[src/rtl/exe_stage.sv]
// Execute stage of a multicycle core: latches the decoded instruction, runs the ALU,
// drives the data SRAM in EX3/EX4 and hands the result to MEM/WB.
package exe_stage_pkg;

  typedef enum logic [3:0] {
    ST_IF  = 4'd0,
    ST_ID  = 4'd1,
    ST_EX1 = 4'd2,
    ST_EX2 = 4'd3,
    ST_EX3 = 4'd4,
    ST_EX4 = 4'd5,
    ST_MEM = 4'd6,
    ST_WB  = 4'd7
  } state_e;

  typedef struct packed {
    logic [11:0] alu_op;
    logic        load_op;
    logic        src1_is_pc;
    logic        src2_is_imm;
    logic        src2_is_4;
    logic        gr_we;
    logic        mem_we;
    logic [4:0]  dest;
    logic [31:0] imm;
    logic [31:0] rj_value;
    logic [31:0] rkd_value;
    logic [31:0] pc;
    logic        res_from_mem;
  } es_bus_t;

endpackage

module exe_stage
  import exe_stage_pkg::*;
(
  input  logic         clk,
  input  logic         reset,
  input  logic [3:0]   state,
  output logic [3:0]   next_state,
  input  logic         ds_to_es_valid,
  input  logic [151:0] ds_to_es_bus,
  output logic         es_to_ms_valid,
  output logic [70:0]  es_to_ms_bus,
  output logic         data_sram_en,
  output logic [3:0]   data_sram_we,
  output logic [31:0]  data_sram_addr,
  output logic [31:0]  data_sram_wdata
);

  es_bus_t     r_es_bus;
  logic        r_es_valid;
  logic [31:0] r_alu_result;
  logic        r_fwd_valid;

  state_e      w_state;
  logic        w_is_ex;
  logic        w_alu_cycle;
  logic [31:0] w_src1;
  logic [31:0] w_src2;
  logic [4:0]  w_shamt;
  logic [31:0] w_alu_result;
  logic        w_unused_bits;

  assign w_state     = state_e'(state);
  assign w_is_ex     = (w_state == ST_EX1) || (w_state == ST_EX2) ||
                       (w_state == ST_EX3) || (w_state == ST_EX4);
  assign w_alu_cycle = r_es_valid && ((w_state == ST_EX2) || (w_state == ST_EX3));

  // Decode-side flags that this stage carries but does not act on.
  assign w_unused_bits = &{1'b0, r_es_bus.load_op, r_es_bus.src2_is_4};

  assign w_src1  = r_es_bus.src1_is_pc  ? r_es_bus.pc  : r_es_bus.rj_value;
  assign w_src2  = r_es_bus.src2_is_imm ? r_es_bus.imm : r_es_bus.rkd_value;
  assign w_shamt = w_src2[4:0];

  // alu_op is nominally one-hot; ORing masked results gives 0 for no op and the
  // bitwise OR for illegal multi-hot codes without extra priority logic.
  always_comb begin
    // NOTE: every always_comb output gets a default first so no path leaves it unassigned (no latch).
    w_alu_result = '0;
    if (r_es_bus.alu_op[0])  w_alu_result |= w_src1 + w_src2;
    if (r_es_bus.alu_op[1])  w_alu_result |= w_src1 - w_src2;
    if (r_es_bus.alu_op[2])  w_alu_result |= {31'd0, $signed(w_src1) < $signed(w_src2)};
    if (r_es_bus.alu_op[3])  w_alu_result |= {31'd0, w_src1 < w_src2};
    if (r_es_bus.alu_op[4])  w_alu_result |= w_src1 & w_src2;
    if (r_es_bus.alu_op[5])  w_alu_result |= ~(w_src1 | w_src2);
    if (r_es_bus.alu_op[6])  w_alu_result |= w_src1 | w_src2;
    if (r_es_bus.alu_op[7])  w_alu_result |= w_src1 ^ w_src2;
    if (r_es_bus.alu_op[8])  w_alu_result |= w_src1 << w_shamt;
    if (r_es_bus.alu_op[9])  w_alu_result |= w_src1 >> w_shamt;
    if (r_es_bus.alu_op[10]) w_alu_result |= $unsigned($signed(w_src1) >>> w_shamt);
    if (r_es_bus.alu_op[11]) w_alu_result |= w_src2;
  end

  always_ff @(posedge clk or posedge reset) begin
    // NOTE: state updates use non-blocking assignments so every register samples pre-edge values.
    if (reset) begin
      r_es_bus     <= '0;
      r_es_valid   <= 1'b0;
      r_alu_result <= '0;
      r_fwd_valid  <= 1'b0;
    end else begin
      if (ds_to_es_valid) r_es_bus <= es_bus_t'(ds_to_es_bus);
      // A fresh capture wins over the leave-EX clear so an ID-cycle capture survives.
      if (ds_to_es_valid)  r_es_valid <= 1'b1;
      else if (!w_is_ex)   r_es_valid <= 1'b0;
      if (w_alu_cycle)     r_alu_result <= w_alu_result;
      r_fwd_valid <= w_alu_cycle;
    end
  end

  always_comb begin
    next_state      = ST_IF;
    data_sram_en    = 1'b0;
    data_sram_we    = 4'h0;
    data_sram_addr  = '0;
    data_sram_wdata = '0;
    if (r_es_valid) begin
      case (w_state)
        ST_EX2: next_state = ST_WB;
        ST_EX3: begin
          next_state     = ST_MEM;
          data_sram_en   = 1'b1;
          data_sram_addr = w_alu_result;
        end
        ST_EX4: begin
          data_sram_en    = 1'b1;
          data_sram_we    = r_es_bus.mem_we ? 4'hf : 4'h0;
          data_sram_addr  = w_alu_result;
          data_sram_wdata = r_es_bus.rkd_value;
        end
        default: ;
      endcase
    end
  end

  assign es_to_ms_valid = r_fwd_valid && ((w_state == ST_MEM) || (w_state == ST_WB));
  assign es_to_ms_bus   = {r_es_bus.res_from_mem, r_es_bus.gr_we, r_es_bus.dest,
                           r_alu_result, r_es_bus.pc};

endmodule
[config.mk]
export PLATFORM = sky130hd
export DESIGN_NAME = exe_stage
export DESIGN_NICKNAME = d
export VERILOG_FILES = /design/src/rtl/exe_stage.sv
export SDC_FILE = /design/constraint.sdc
export NUM_CORES = 1
export LEC_CHECK = 0
export BUFFER_PORTS_ARGS = -buffer_cell sky130_fd_sc_hd__buf_2
export CAP_MARGIN = 20
export CORE_ASPECT_RATIO = 0.8
export CORE_MARGIN = 2
export CORE_UTILIZATION = 30
export CTS_BUF_LIST = sky130_fd_sc_hd__clkbuf_8
export CTS_CLUSTER_SIZE = 14
export DETAILED_ROUTE_END_ITERATION = 10
export SYNTH_ARGS = -nofsm -noshare
export SYNTH_HDL_FRONTEND = slang
export SYNTH_SLANG_ARGS = --single-unit
[constraint.sdc]
create_clock -name clk -period 6.6 [get_ports clk]
set_clock_uncertainty 0.15 [all_clocks]
set_input_delay 0 -clock clk [delete_from_list [all_inputs] [get_ports clk]]
set_output_delay 0 -clock clk [all_outputs]
set_load 0.01 [all_outputs]
==> qor.yml <==
finalCritPeriodShare_pct: 91.07
slew_viol_final: 0
hold_buffers: 241
synth_seq_cells: 184
post_cts_buffers: 0
num_rows: 79
criticalPathCategory: "reg2out"
ant_nets: 0
dr.first_iter.drc_count: 1759
final_nets: 2719
finalInstanceArea_um2: 22300
die_width_um: 274.9
ff2ff_path_depth: 13
synth_flop_cell: "dfrtp_1"
synthDistinctLibCells: 90
start_util_pct: 30.30
cts_max_level: 4
maxCapViolCount: 0
first_global_vias: 17730
cts_made_buffers: 17
fillCellCount: 5865
clock_sinks: 184
p_per_area_nw_per_um2: 253.7
synthCells: 2050
leakage_nw: 10.18
grt_use_total_pct: 25.31
clock_path_buffers: 2
combPwrFrac_pct: 61.2
wl_per_cell_um: 24.02
dpl_cell_area_um2: 19460
place_hpwl_um: 57460
setup_viol: 0
dieArea_um2: 60670
vias_per_cell: 5.603
vias: 18170
dieHeight_um: 220.7
async_flop_share_pct: 100.0
p_sw_share_pct: 49.13
place_congestion: 0.9979
p_int_mw: 2.878
tightest_slew_ns: 1.050
grt_antenna_before_repair: 1
synth_edf_count: 0
wirelength_um: 77890
totalPowerFinal_mw: 5.657
max_freq_mhz: 166.4
drive_gt1_share_pct: 25.51
clkTransAtPathRegs_ns: 0.11
sequentialPowerShare_pct: 24.7
num_antenna_cells: 0
status: "completed"
irDropWorstVdd_v: 0.0001449
clockPowerShare_pct: 14.1
ios: 304
dr.pass1.iters: 5
holdWs_ns: 0.007495
critPathRequiredTime_ns: 6.45
avgSynthCellArea_um2: 8.591
cts_resized: 0
finalHoldViolCount: 0
fin_tns_setup_ns: 0
endpoint_kind: "primary output"
rsz0062_at_grt: "no"
synth_area_um2: 17610
drc_errors: 0
area_delta_synth_final_pct: 26.63
core_area_um2: 58120
ys_seq_area_share_pct: 26.14
cts_tree: "done"
io_buffers: 300
critPathArrivalTime_ns: 5.86
p_sw_mw: 2.780
synthesis.nets: 2308
root_buffer: "clkbuf_8"
slew_headroom_pct: 27.98
cp_max_fo: 19
timing.rr.start: "r_es_bus[138]"
regToRegSetupSlack_ns: 1.10
hp-class: "in2async"
clkLatencyLatePin_ns: 0.55
ys_warn_count: 0
r2r-end: "r_alu_result[31]"
grt_max_degree: 121
finalCriticalPeriod_ns: 6.010
overflow: 0
grt_first_pass_wirelength_um: 113800
cp-start-kind: "flip-flop"
state kept, by name (all words and copies together) (netlist names):
signal,count
r_es_bus,111
es_to_ms_bus,39
r_alu_result,32
r_es_valid,1
r_fwd_valid,1
cell usage in the layout (no fill, tap or decap), types with 29 or more instances in the layout:
master / count
nand2_1: 203
and3_1: 44
ha_1: 97
a211oi_1: 29
a221oi_1: 31
mux2i_1: 149
mux2_2: 208
buf_4: 54
nand3_1: 33
dlygate4sd3_1: 241
dfrtp_1: 183
a21oi_1: 125
o21ai_0: 132
inv_1: 95
o211ai_1: 30
buf_2: 299
nor2_1: 131
cell type report:
cell class                      count  area (um^2)  area share (%)
Tap cell                          769        962.2           4.314
Sequential cell                   184         4606           20.65
Inverter                           99        381.6           1.711
Clock buffer                       19        261.5           1.173
Multi-Input combinational cell   1562        11600           52.01
Clock inverter                     13        136.4          0.6115
Timing Repair Buffer              597         4357           19.53
metal layers:
layer  GRT usage (%)  wire (um)
met1           34.89      34680
met4           7.802       2168
met5               0          0
met2           37.52      32660
met3           8.041       8389
power groups by stage:
| stage | clock (mW) | combinational (mW) | sequential, mW |
|---|---|---|---|
| after CTS | 0.824 | 3.34 | 1.40 |
| after detailed placement | 0 | 3.18 | 1.42 |
| after global placement | 0 | 3.16 | 1.41 |
| after floorplan | 0 | 2.12 | 1.41 |
| after global routing | 0.876 | 3.68 | 1.42 |
| final | 0.795 | 3.46 | 1.40 |
worst max path at each step:
stage | from | endpoint | slack, ns | depth (start not counted)
2_1_floorplan | reset | es_to_ms_bus[0] | 1.45 | 1
3_3_place_gp | r_es_bus[138] | r_alu_result[31] | 1.35 | 13
3_5_place_dp | r_es_bus[138] | r_alu_result[31] | 1.36 | 13
4_1_cts | r_es_bus[138] | data_sram_addr[31] | 0.77 | 14
5_1_grt | r_es_bus[138] | data_sram_addr[31] | 0.37 | 14
6_report | r_es_bus[138] | data_sram_addr[31] | 0.59 | 14
kinds of logic (layout without fill, tap and decap cells):
logic type / after synthesis / in the layout / synth area share [%]
AO/OA/AOI/OAI: 549 / 549 / 20.92
XOR/XNOR: 34 / 34 / 1.691
adder cells (fa/ha/maj): 99 / 99 / 7.118
flip-flops: 184 / 184 / 26.14
AND/OR/NAND/NOR: 513 / 513 / 13.29
other: 1 / 1 / 0.02129
multiplexers: 366 / 366 / 22.63
buffers and inverters: 304 / 728 / 8.191
through the flow:
stage | instances | util, % | worst slack, ns
6_report | 3243 | 38.37 | 0.5896
3_5_place_dp | 2969 | 33.49 | 1.357
5_1_grt | 3243 | 38.37 | 0.3695
2_1_floorplan | 2050 | - | 1.450
4_1_cts | 3242 | 38.33 | 0.7723
3_3_place_gp | 2968 | 33.48 | 1.355
synthesized netlist by cell type, types with 23 or more instances:
master | number | share of area, %
dfrtp_1 | 184 | 26
and3_1 | 44 | 1.6
inv_1 | 97 | 2.1
o21ai_0 | 132 | 3.8
a211oi_1 | 29 | 1.2
xnor2_1 | 24 | 1.2
nand3_1 | 33 | 0.94
o211ai_1 | 30 | 1.3
ha_1 | 97 | 6.9
a22oi_1 | 28 | 1.2
mux2i_1 | 151 | 8.6
clkbuf_1 | 113 | 2.4
buf_4 | 50 | 2.1
mux2_2 | 208 | 13
a21oi_1 | 125 | 3.6
buf_2 | 23 | 0.65
a221oi_1 | 31 | 1.5
nor2_1 | 131 | 2.8
nand2_1 | 203 | 4.3
critical path: stages (launching register included):
cell	delay [ns]
dfrtp_2	0.74
buf_4	0.33
mux2i_1	0.75
inv_1	0.40
ha_1	0.40
o21bai_1	0.19
a21oi_1	0.45
o21ai_0	0.18
a31oi_1	0.18
a21boi_0	0.50
nor2b_1	0.20
o41ai_1	0.07
a211oi_1	0.65
nor2_1	0.08
buf_2	0.17
No activity file was read; power rests on OpenSTA's default activity.
